### config.mk
export PLATFORM = sky130hd
export DESIGN_NAME = id_exe_pipe_reg
export DESIGN_NICKNAME = d
export VERILOG_FILES = /design/src/rtl/id_exe_pipe_reg.sv
export SDC_FILE = /design/constraint.sdc
export NUM_CORES = 1
export LEC_CHECK = 0
export ABC_AREA = 1
export CAP_MARGIN = 10
export CORE_MARGIN = 2
export CORE_UTILIZATION = 44
export CTS_CLUSTER_DIAMETER = 120
export DETAILED_ROUTE_END_ITERATION = 16
export PLACE_DENSITY = 0.88
export SETUP_SLACK_MARGIN = 0.15
export SLEW_MARGIN = 25
export SYNTH_ARGS = -nofsm -noshare
export SYNTH_HDL_FRONTEND = slang
export SYNTH_SLANG_ARGS = --single-unit
### constraint.sdc
create_clock -name clk -period 4.3 [get_ports clk]
set_input_delay 0.43 -clock clk [delete_from_list [all_inputs] [get_ports clk]]
set_output_delay 0.43 -clock clk [all_outputs]
set_load 0.01 [all_outputs]
### src/rtl/id_exe_pipe_reg.sv
// ID/EXE pipeline register: captures decoded operands and control for EXE,
// inserts bubbles on hazard/flush, holds on freeze, counts bubble events.
module id_exe_pipe_reg #(
  parameter int CNT_W = 16
) (
  input  logic             clk,
  input  logic             rst,
  input  logic             freeze,
  input  logic             flush,
  input  logic             hazard,
  input  logic [31:0]      id_pc,
  input  logic [31:0]      id_val_rn,
  input  logic [31:0]      id_val_rm,
  input  logic [3:0]       id_dest,
  input  logic             id_wb_en,
  input  logic             id_mem_r_en,
  input  logic             id_mem_w_en,
  input  logic             id_b,
  input  logic             id_s,
  input  logic             id_imm,
  input  logic [3:0]       id_exe_cmd,
  input  logic [11:0]      id_shift_operand,
  input  logic [23:0]      id_signed_imm_24,
  input  logic [3:0]       id_sr,
  output logic [31:0]      exe_pc,
  output logic [31:0]      exe_val_rn,
  output logic [31:0]      exe_val_rm,
  output logic [3:0]       exe_dest,
  output logic             exe_wb_en,
  output logic             exe_mem_r_en,
  output logic             exe_mem_w_en,
  output logic             exe_b,
  output logic             exe_s,
  output logic             exe_imm,
  output logic [3:0]       exe_exe_cmd,
  output logic [11:0]      exe_shift_operand,
  output logic [23:0]      exe_signed_imm_24,
  output logic [3:0]       exe_sr,
  output logic             exe_valid,
  output logic [CNT_W-1:0] bubble_count,
  output logic [CNT_W-1:0] flush_count
);

  logic [31:0]      r_pc;
  logic [31:0]      r_val_rn;
  logic [31:0]      r_val_rm;
  logic [3:0]       r_dest;
  logic             r_wb_en;
  logic             r_mem_r_en;
  logic             r_mem_w_en;
  logic             r_b;
  logic             r_s;
  logic             r_imm;
  logic [3:0]       r_exe_cmd;
  logic [11:0]      r_shift_operand;
  logic [23:0]      r_signed_imm_24;
  logic [3:0]       r_sr;
  logic             r_valid;
  logic [CNT_W-1:0] r_bubble_cnt;
  logic [CNT_W-1:0] r_flush_cnt;

  logic w_kill;
  logic w_bub_sat;
  logic w_fl_sat;

  assign w_kill    = flush | hazard;
  assign w_bub_sat = &r_bubble_cnt;
  assign w_fl_sat  = &r_flush_cnt;

  always_ff @(posedge clk) begin
    if (rst) begin
      r_pc            <= '0;
      r_val_rn        <= '0;
      r_val_rm        <= '0;
      r_dest          <= '0;
      r_wb_en         <= 1'b0;
      r_mem_r_en      <= 1'b0;
      r_mem_w_en      <= 1'b0;
      r_b             <= 1'b0;
      r_s             <= 1'b0;
      r_imm           <= 1'b0;
      r_exe_cmd       <= '0;
      r_shift_operand <= '0;
      r_signed_imm_24 <= '0;
      r_sr            <= '0;
      r_valid         <= 1'b0;
      r_bubble_cnt    <= '0;
      r_flush_cnt     <= '0;
    end else if (!freeze) begin
      // data fields always follow ID; a bubble only kills control
      r_pc            <= id_pc;
      r_val_rn        <= id_val_rn;
      r_val_rm        <= id_val_rm;
      r_shift_operand <= id_shift_operand;
      r_signed_imm_24 <= id_signed_imm_24;
      r_sr            <= id_sr;
      r_dest          <= w_kill ? 4'h0 : id_dest;
      r_wb_en         <= id_wb_en & ~w_kill;
      r_mem_r_en      <= id_mem_r_en & ~w_kill;
      r_mem_w_en      <= id_mem_w_en & ~w_kill;
      r_b             <= id_b & ~w_kill;
      r_s             <= id_s & ~w_kill;
      r_imm           <= id_imm & ~w_kill;
      r_exe_cmd       <= w_kill ? 4'h0 : id_exe_cmd;
      r_valid         <= ~w_kill;
      if (flush) begin
        if (!w_fl_sat)
          r_flush_cnt <= r_flush_cnt + CNT_W'(1);
      end else if (hazard) begin
        if (!w_bub_sat)
          r_bubble_cnt <= r_bubble_cnt + CNT_W'(1);
      end
    end
  end

  assign exe_pc            = r_pc;
  assign exe_val_rn        = r_val_rn;
  assign exe_val_rm        = r_val_rm;
  assign exe_dest          = r_dest;
  assign exe_wb_en         = r_wb_en;
  assign exe_mem_r_en      = r_mem_r_en;
  assign exe_mem_w_en      = r_mem_w_en;
  assign exe_b             = r_b;
  assign exe_s             = r_s;
  assign exe_imm           = r_imm;
  assign exe_exe_cmd       = r_exe_cmd;
  assign exe_shift_operand = r_shift_operand;
  assign exe_signed_imm_24 = r_signed_imm_24;
  assign exe_sr            = r_sr;
  assign exe_valid         = r_valid;
  assign bubble_count      = r_bubble_cnt;
  assign flush_count       = r_flush_cnt;

endmodule

==> impl_metrics.prom, run 1 <==
# TYPE chip_impl_metric gauge
chip_impl_info{name="status",value="completed"} 1
chip_impl_metric{name="holdBufCountCts",unit=""} 0
chip_impl_metric{name="post_place_cells",unit=""} 1494
chip_impl_metric{name="cts_max_path_buffers",unit=""} 2
chip_impl_metric{name="start_util",unit="%"} 45.3
chip_impl_metric{name="cp_slowest_stage_delay",unit="ps"} 650
chip_impl_metric{name="fraction_of_final_layout_cells_with_drive_strength_greater_than_1",unit="%"} 4.82
chip_impl_info{name="critPathKind",value="in2reg"} 1
chip_impl_metric{name="layout.cells.non_filler",unit=""} 1524
chip_impl_metric{name="fin_setup_tns",unit="ps"} 0
chip_impl_metric{name="worst_slack",unit="ps"} 2290
chip_impl_metric{name="yosys_warnings",unit=""} 0
chip_impl_metric{name="netlist_area",unit="um^2"} 7220
chip_impl_metric{name="drv_cap",unit=""} 0
chip_impl_metric{name="post_cts_resized",unit=""} 0
chip_impl_metric{name="via_count_of_the_first_global_routing_pass",unit=""} 7102
chip_impl_metric{name="worst_slew_margin_rel",unit="%"} 47.5
chip_impl_info{name="worstHoldPathType",value="reg2reg"} 1
chip_impl_metric{name="path_clk_slew",unit="ps"} 70
chip_impl_metric{name="critPathRequiredTime",unit="ps"} 4600
chip_impl_metric{name="timing.final.max_slew_violations",unit=""} 0
chip_impl_metric{name="chipHeight",unit="um"} 132
chip_impl_metric{name="n_antenna_cell",unit=""} 0
chip_impl_metric{name="route.detailed.vias_per_inst",unit=""} 4.90
chip_impl_metric{name="timing_hold_violations_final",unit=""} 0
chip_impl_metric{name="maximum_number_of_pins_on_one_net_before_global_route_repair",unit=""} 106
chip_impl_metric{name="io_buffers",unit=""} 337
chip_impl_info{name="synth.top_cells.by_area",value="sky130_fd_sc_hd__dfxtp_1, sky130_fd_sc_hd__nor2_1, sky130_fd_sc_hd__o21ai_0"} 1
chip_impl_metric{name="placeable_core_region",unit="um^2"} 15900
chip_impl_metric{name="num_io_pins",unit=""} 338
chip_impl_info{name="yosys_most_used_dff",value="sky130_fd_sc_hd__dfxtp_1"} 1
chip_impl_metric{name="antenna_found_initial",unit=""} 0
chip_impl_info{name="timing.critical_path.mode_cell",value="sky130_fd_sc_hd__nor2_1"} 1
chip_impl_metric{name="postSynth.asyncResetShare",unit="%"} 0
chip_impl_info{name="synth.top_cells.by_count",value="sky130_fd_sc_hd__nor2_1, sky130_fd_sc_hd__dfxtp_1, sky130_fd_sc_hd__o21ai_0, sky130_fd_sc_hd__nand2_1, sky130_fd_sc_hd__inv_1"} 1
chip_impl_metric{name="ant_nets",unit=""} 0
chip_impl_metric{name="die_w",unit="um"} 132
chip_impl_metric{name="worst_pin_slew",unit="ps"} 788
chip_impl_metric{name="fmax",unit="MHz"} 498
chip_impl_metric{name="numCtsBuffers",unit=""} 17
chip_impl_info{name="synthMostInstantiatedCell",value="sky130_fd_sc_hd__nor2_1"} 1
chip_impl_metric{name="final.fill_count",unit=""} 1261
chip_impl_metric{name="synth_top_cell_area_share",unit="%"} 50.8
chip_impl_metric{name="seq_area_frac_synth",unit="%"} 50.8
chip_impl_metric{name="gp_congestion",unit=""} 0.855
chip_impl_metric{name="drt_drc_violations_left",unit=""} 0
chip_impl_metric{name="num_rows",unit=""} 46
chip_impl_metric{name="syn-num-nets",unit=""} 1154
chip_impl_metric{name="grt.total_usage",unit="%"} 26.0
chip_impl_metric{name="cp_max_fo",unit=""} 20
chip_impl_info{name="crit_path_top_delay_cell",value="sky130_fd_sc_hd__clkdlybuf4s50_1"} 1
chip_impl_metric{name="synthCells",unit=""} 997
chip_impl_metric{name="synth_edf_count",unit=""} 0
chip_impl_metric{name="globalRoute.totalOverflow",unit=""} 0
chip_impl_metric{name="dpl.hpwl",unit="mm"} 16.6
chip_impl_metric{name="first_pass_iteration_count_of_the_detailed_router",unit=""} 6
chip_impl_info{name="cp-end-kind",value="register"} 1
chip_impl_metric{name="number_of_unique_standard_cell_types_used_by_synthesis",unit=""} 22
chip_impl_info{name="root_buf_cell",value="sky130_fd_sc_hd__clkbuf_16"} 1
chip_impl_metric{name="ctsHtreeMaxLevel",unit=""} 4
chip_impl_metric{name="grt_pass1_wl",unit="mm"} 36.5
chip_impl_metric{name="total_wire_length_after_detailed_routing",unit="mm"} 23.2
chip_impl_metric{name="power.density_cell_area",unit="nW/um^2"} 363
chip_impl_metric{name="p_leak",unit="uW"} 0.00448
chip_impl_metric{name="postLayoutCoreUtil",unit="%"} 70.3
chip_impl_metric{name="avgRoutedWirePerCell",unit="um"} 15.2
chip_impl_metric{name="post_cts.repair.setup_buffers",unit=""} 0
chip_impl_metric{name="fin_hold_ws",unit="ps"} 465
chip_impl_metric{name="dp_worst_setup_slack",unit="ps"} 1950
chip_impl_metric{name="synth-seq-cells",unit=""} 183
chip_impl_info{name="unrepaired_setup_endpoints_after_global_routing",value="false"} 1
chip_impl_metric{name="worst_ep_arrival_time",unit="ps"} 2310
chip_impl_metric{name="drt_iter0_drc",unit=""} 598
chip_impl_metric{name="timing.clock.skew",unit="ps"} 14.9
chip_impl_metric{name="routed-via-count",unit=""} 7475
chip_impl_metric{name="final_setup_violation_count",unit=""} 0
chip_impl_metric{name="numClockSinks",unit=""} 183
chip_impl_info{name="critPathLaunchType",value="input pin"} 1
chip_impl_info{name="synth_area_leader_cell",value="sky130_fd_sc_hd__dfxtp_1"} 1
chip_impl_metric{name="design.final.nets",unit=""} 1454
chip_impl_info{name="clock_tree_from_tritoncts",value="yes"} 1
chip_impl_metric{name="period_share",unit="%"} 46.7
chip_impl_metric{name="post-route-min-period",unit="ps"} 2010
chip_impl_metric{name="post_synth.cell_area_avg",unit="um^2"} 7.24
chip_impl_metric{name="worst_skew_pair.late_latency",unit="ps"} 420
chip_impl_metric{name="synthToLayoutAreaGrowth",unit="%"} 55.4
chip_impl_metric{name="worst_ir_drop_vdd",unit="mV"} 0.303
chip_impl_metric{name="design.die.area",unit="um^2"} 17400
chip_impl_info{name="crit_chain",value="clkdlybuf4s50_1 -> inv_1 -> nor2_1 -> nand3_1 -> nor2_1 -> nand3_2 -> nand2_1 -> nor2_1"} 1
cells in the final DEF, fill, tap and decap left out, types with 3 or more instances in the layout:
| cell type | instances |
|---|---|
| sky130_fd_sc_hd__clkbuf_16 | 17 |
| sky130_fd_sc_hd__nand2_1 | 122 |
| sky130_fd_sc_hd__nor2_1 | 335 |
| sky130_fd_sc_hd__clkinv_2 | 3 |
| sky130_fd_sc_hd__nor2_2 | 6 |
| sky130_fd_sc_hd__nor2_4 | 3 |
| sky130_fd_sc_hd__nand3_1 | 29 |
| sky130_fd_sc_hd__inv_1 | 54 |
| sky130_fd_sc_hd__buf_4 | 5 |
| sky130_fd_sc_hd__nand2_2 | 3 |
| sky130_fd_sc_hd__o21ai_0 | 137 |
| sky130_fd_sc_hd__a21oi_1 | 29 |
| sky130_fd_sc_hd__clkdlybuf4s50_1 | 336 |
| sky130_fd_sc_hd__inv_6 | 5 |
| sky130_fd_sc_hd__bufinv_16 | 3 |
| sky130_fd_sc_hd__dfxtp_1 | 183 |
| sky130_fd_sc_hd__nand3_2 | 12 |
| sky130_fd_sc_hd__nand4_1 | 14 |
final cells by class:
class	count	area, um^2	area share (%)
Clock buffer	18	439	3.92
Clock inverter	12	160	1.43
Multi-Input combinational cell	697	3040	27.1
Sequential cell	183	3660	32.7
Inverter	56	215	1.92
Tap cell	216	270	2.41
Timing Repair Buffer	342	3420	30.5
state kept, by name, summed over array words and instances (netlist names):
register           count
exe_sr                 4
exe_exe_cmd            4
exe_pc                32
exe_wb_en              1
bubble_count          16
exe_val_rm            32
exe_b                  1
exe_s                  1
exe_imm                1
exe_val_rn            32
exe_mem_r_en           1
exe_mem_w_en           1
flush_count           16
exe_valid              1
exe_dest               4
exe_shift_operand     12
exe_signed_imm_24     24
worst max-delay path: cells and delay by family:
family	cells	cell delay, ps
buffers and inverters	2	1050
AND/OR/NAND/NOR	6	810
kinds of logic after synthesis:
family	share of synthesized area (%)
flops	50.8
fa+ha+maj	0.347
simple gates	30.2
compound gates	11.5
buf+inv	7.13
path summary, 6_finish.rpt:
kind	startpoint	to	slack, ps	depth (start not counted)
hold reg to reg	exe_exe_cmd[2]$_SDFFE_PP0N_	exe_exe_cmd[2]$_SDFFE_PP0N_	460	2
hold / removal	exe_exe_cmd[2]$_SDFFE_PP0N_	exe_exe_cmd[2]$_SDFFE_PP0N_	460	2
setup reg to reg	flush_count[0]$_SDFFE_PP0P_	flush_count[0]$_SDFFE_PP0P_	2420	9
setup / recovery	flush	flush_count[11]$_SDFFE_PP0P_	2290	8
layer usage:
metal | vias to the layer above | GRT usage, % | wire length, um | share of wire, %
li1 | 3750 | - | - | -
met1 | 3410 | 29.6 | 8960 | 39
met2 | 269 | 45.6 | 11700 | 50
met3 | 46 | 8.23 | 1800 | 7.7
met4 | 0 | 9.84 | 787 | 3.4
met5 | - | 0 | 0 | 0
report_power, final:
part	internal (uW)	total [uW]	switching, uW
sequential	1790	1840	53.4
combinational	343	617	274
clock	936	1600	667
total	3070	4060	995
per-stage QoR:
stage	power, uW	cell area, um^2
after global placement	2480	10600
final	4060	11200
after floorplan	2120	7220
after global routing	4230	11200
after detailed placement	2500	10600
after CTS	4100	11200
(Power assumes the default switching activity.)
==> run 2, diff against run 1 <==
--- a/config.mk
+++ b/config.mk
@@ -8,10 +8,10 @@
 export ABC_AREA = 1
 export CAP_MARGIN = 10
 export CORE_MARGIN = 2
-export CORE_UTILIZATION = 44
+export CORE_UTILIZATION = 41
 export CTS_CLUSTER_DIAMETER = 120
 export DETAILED_ROUTE_END_ITERATION = 16
-export PLACE_DENSITY = 0.88
+export PLACE_DENSITY = 0.83
 export SETUP_SLACK_MARGIN = 0.15
 export SLEW_MARGIN = 25
 export SYNTH_ARGS = -nofsm -noshare
==> constraint.sdc (replaced) <==
create_clock -name clk -period 2.07 [get_ports clk]
set_input_delay 0.207 -clock clk [delete_from_list [all_inputs] [get_ports clk]]
set_output_delay 0.207 -clock clk [all_outputs]
set_load 0.01 [all_outputs]
==> impl_metrics.prom, run 2 (synthesized netlist as in run 1, its figures left out) <==
# TYPE chip_impl_metric gauge
chip_impl_metric{name="fin_hold_ws",unit="ps"} 215
chip_impl_metric{name="total_wire_length_after_detailed_routing",unit="mm"} 22.9
chip_impl_metric{name="post-route-min-period",unit="ps"} 1700
chip_impl_metric{name="cp_max_fo",unit=""} 12
chip_impl_info{name="worstHoldPathType",value="in2reg"} 1
chip_impl_metric{name="timing.clock.skew",unit="ps"} 9.75
chip_impl_metric{name="maximum_number_of_pins_on_one_net_before_global_route_repair",unit=""} 110
chip_impl_metric{name="first_pass_iteration_count_of_the_detailed_router",unit=""} 5
chip_impl_metric{name="worst_skew_pair.late_latency",unit="ps"} 430
chip_impl_metric{name="worst_slew_margin_rel",unit="%"} 62.0
chip_impl_metric{name="drt_drc_violations_left",unit=""} 0
chip_impl_metric{name="n_antenna_cell",unit=""} 0
chip_impl_metric{name="die_w",unit="um"} 137
chip_impl_metric{name="p_leak",unit="uW"} 0.00453
chip_impl_metric{name="timing.reg2reg.worst_path_depth",unit=""} 10
chip_impl_metric{name="design.final.nets",unit=""} 1465
chip_impl_metric{name="holdBufCountCts",unit=""} 0
chip_impl_info{name="min-delay-start",value="freeze"} 1
chip_impl_metric{name="critPathRequiredTime",unit="ps"} 2380
chip_impl_info{name="worst_hold_path.endpoint",value="exe_mem_w_en$_SDFFE_PP0N_"} 1
chip_impl_metric{name="drt_iter0_drc",unit=""} 342
chip_impl_metric{name="fraction_of_final_layout_cells_with_drive_strength_greater_than_1",unit="%"} 5.75
chip_impl_metric{name="numCtsBuffers",unit=""} 17
chip_impl_metric{name="worst_ep_arrival_time",unit="ps"} 2020
chip_impl_metric{name="post_cts.repair.setup_buffers",unit=""} 0
chip_impl_metric{name="post_cts_resized",unit=""} 0
chip_impl_metric{name="path_clk_slew",unit="ps"} 70
chip_impl_metric{name="fin_setup_tns",unit="ps"} 0
chip_impl_info{name="final_common_cell",value="sky130_fd_sc_hd__clkdlybuf4s50_1"} 1
chip_impl_metric{name="grt.total_usage",unit="%"} 24.1
chip_impl_metric{name="final.fill_count",unit=""} 1463
chip_impl_metric{name="antenna_found_initial",unit=""} 1
chip_impl_metric{name="timing.final.max_slew_violations",unit=""} 0
chip_impl_metric{name="holdPathStages",unit=""} 3
chip_impl_info{name="cp-end-kind",value="register"} 1
chip_impl_info{name="r2r-start",value="flush_count[0]$_SDFFE_PP0P_"} 1
chip_impl_metric{name="start_util",unit="%"} 41.9
chip_impl_metric{name="numClockSinks",unit=""} 183
chip_impl_metric{name="dpl.hpwl",unit="mm"} 16.7
chip_impl_info{name="reg2reg_to",value="flush_count[10]$_SDFFE_PP0P_"} 1
chip_impl_metric{name="power.density_cell_area",unit="nW/um^2"} 735
chip_impl_metric{name="fmax",unit="MHz"} 587
chip_impl_metric{name="timing_hold_violations_final",unit=""} 0
chip_impl_metric{name="globalRoute.totalOverflow",unit=""} 0
chip_impl_metric{name="gp_congestion",unit=""} 0.880
chip_impl_metric{name="chipHeight",unit="um"} 137
chip_impl_metric{name="routed-via-count",unit=""} 7464
chip_impl_metric{name="synthToLayoutAreaGrowth",unit="%"} 56.9
chip_impl_metric{name="worst_pin_slew",unit="ps"} 569
chip_impl_metric{name="register_area",unit="um^2"} 3660
chip_impl_metric{name="ff2ff_setup_slack",unit="ps"} 370
chip_impl_metric{name="grt_pass1_wl",unit="mm"} 35.3
chip_impl_metric{name="worst_ir_drop_vdd",unit="mV"} 0.589
chip_impl_metric{name="ant_nets",unit=""} 0
chip_impl_metric{name="io_buffers",unit=""} 337
chip_impl_metric{name="via_count_of_the_first_global_routing_pass",unit=""} 7120
chip_impl_metric{name="num_io_pins",unit=""} 338
chip_impl_info{name="status",value="completed"} 1
chip_impl_info{name="critPathKind",value="reg2reg"} 1
chip_impl_info{name="layout.cells.most_common_list",value="sky130_fd_sc_hd__clkdlybuf4s50_1, sky130_fd_sc_hd__nor2_1, sky130_fd_sc_hd__dfxtp_1"} 1
chip_impl_metric{name="post_place_cells",unit=""} 1514
chip_impl_info{name="unrepaired_setup_endpoints_after_global_routing",value="false"} 1
chip_impl_metric{name="num_rows",unit=""} 48
chip_impl_metric{name="period_share",unit="%"} 82.3
chip_impl_metric{name="final_setup_violation_count",unit=""} 0
chip_impl_metric{name="drv_cap",unit=""} 0
chip_impl_metric{name="multi_input_combinational_cell_area",unit="um^2"} 3040
chip_impl_metric{name="totalPowerFinal",unit="uW"} 8320
chip_impl_metric{name="ctsHtreeMaxLevel",unit=""} 4
chip_impl_info{name="clock_tree_from_tritoncts",value="yes"} 1
chip_impl_metric{name="cts_max_path_buffers",unit=""} 2
chip_impl_metric{name="layout.cells.non_filler",unit=""} 1546
chip_impl_metric{name="route.detailed.vias_per_inst",unit=""} 4.83
chip_impl_metric{name="avgRoutedWirePerCell",unit="um"} 14.8
chip_impl_metric{name="design.die.area",unit="um^2"} 18700
chip_impl_info{name="root_buf_cell",value="sky130_fd_sc_hd__clkbuf_16"} 1
chip_impl_metric{name="placeable_core_region",unit="um^2"} 17200
chip_impl_info{name="critPathLaunchType",value="register"} 1
[run 2: routing by layer]
| layer | vias up | wire length, um | share of wire [%] | global-route usage [%] |
|---|---|---|---|---|
| li1 | 3777 | - | - | - |
| met1 | 3375 | 8950 | 39 | 26.5 |
| met2 | 266 | 11400 | 50 | 42.7 |
| met3 | 44 | 1910 | 8.3 | 7.78 |
| met4 | 2 | 642 | 2.8 | 10.0 |
| met5 | - | 13 | 0.057 | 0 |
[run 2: power breakdown]
| group | leakage, uW | switching [uW] | internal [uW] |
|---|---|---|---|
| clock | 0.000283 | 1520 | 1670 |
| combinational | 0.00273 | 575 | 733 |
| sequential | 0.00151 | 106 | 3720 |
[run 2: per-stage QoR]
stage / setup slack (ps) / area, um^2 / util (%)
after floorplan: 598 / 7220 / -
after global placement: 440 / 10700 / 62.3
after detailed placement: 374 / 10700 / 62.3
after CTS: 339 / 11300 / 65.7
after global routing: 198 / 11300 / 65.7
final: 366 / 11300 / 65.7
[run 2: cell type report]
cell class                 instances  share of cell area [%]
timing repair buffer             353                    31.3
multi-input combinational        697                    26.8
inverter                          56                    1.90
clock buffer                      19                    4.00
clock inverter                    13                    1.16
sequential                       183                    32.4
tap                              225                    2.49
[run 2: worst max-delay path, stage by stage, from the launching register on]
cell and delay [ps]:
sky130_fd_sc_hd__dfxtp_1 350, sky130_fd_sc_hd__ha_1 230, sky130_fd_sc_hd__nand2_1 110, sky130_fd_sc_hd__nor2_2 50
sky130_fd_sc_hd__nand2_2 110, sky130_fd_sc_hd__nor2_4 60, sky130_fd_sc_hd__nor2_4 240, sky130_fd_sc_hd__buf_4 260
sky130_fd_sc_hd__nand3_2 70, sky130_fd_sc_hd__nand2_1 60, sky130_fd_sc_hd__nor2_1 40
[run 2: worst max path at each step]
stage                                  from  depth (start not counted)                      endpoint  slack, ps
3_3_place_gp    flush_count[0]$_SDFFE_PP0P_                         10  flush_count[12]$_SDFFE_PP0P_        440
5_1_grt         flush_count[0]$_SDFFE_PP0P_                         10  flush_count[12]$_SDFFE_PP0P_        200
4_1_cts        bubble_count[5]$_SDFFE_PP0P_                          1               bubble_count[5]        340
2_1_floorplan   flush_count[0]$_SDFFE_PP0P_                          9  flush_count[10]$_SDFFE_PP0P_        600
3_5_place_dp    flush_count[0]$_SDFFE_PP0P_                         10  flush_count[12]$_SDFFE_PP0P_        370
6_report        flush_count[0]$_SDFFE_PP0P_                         10  flush_count[10]$_SDFFE_PP0P_        370
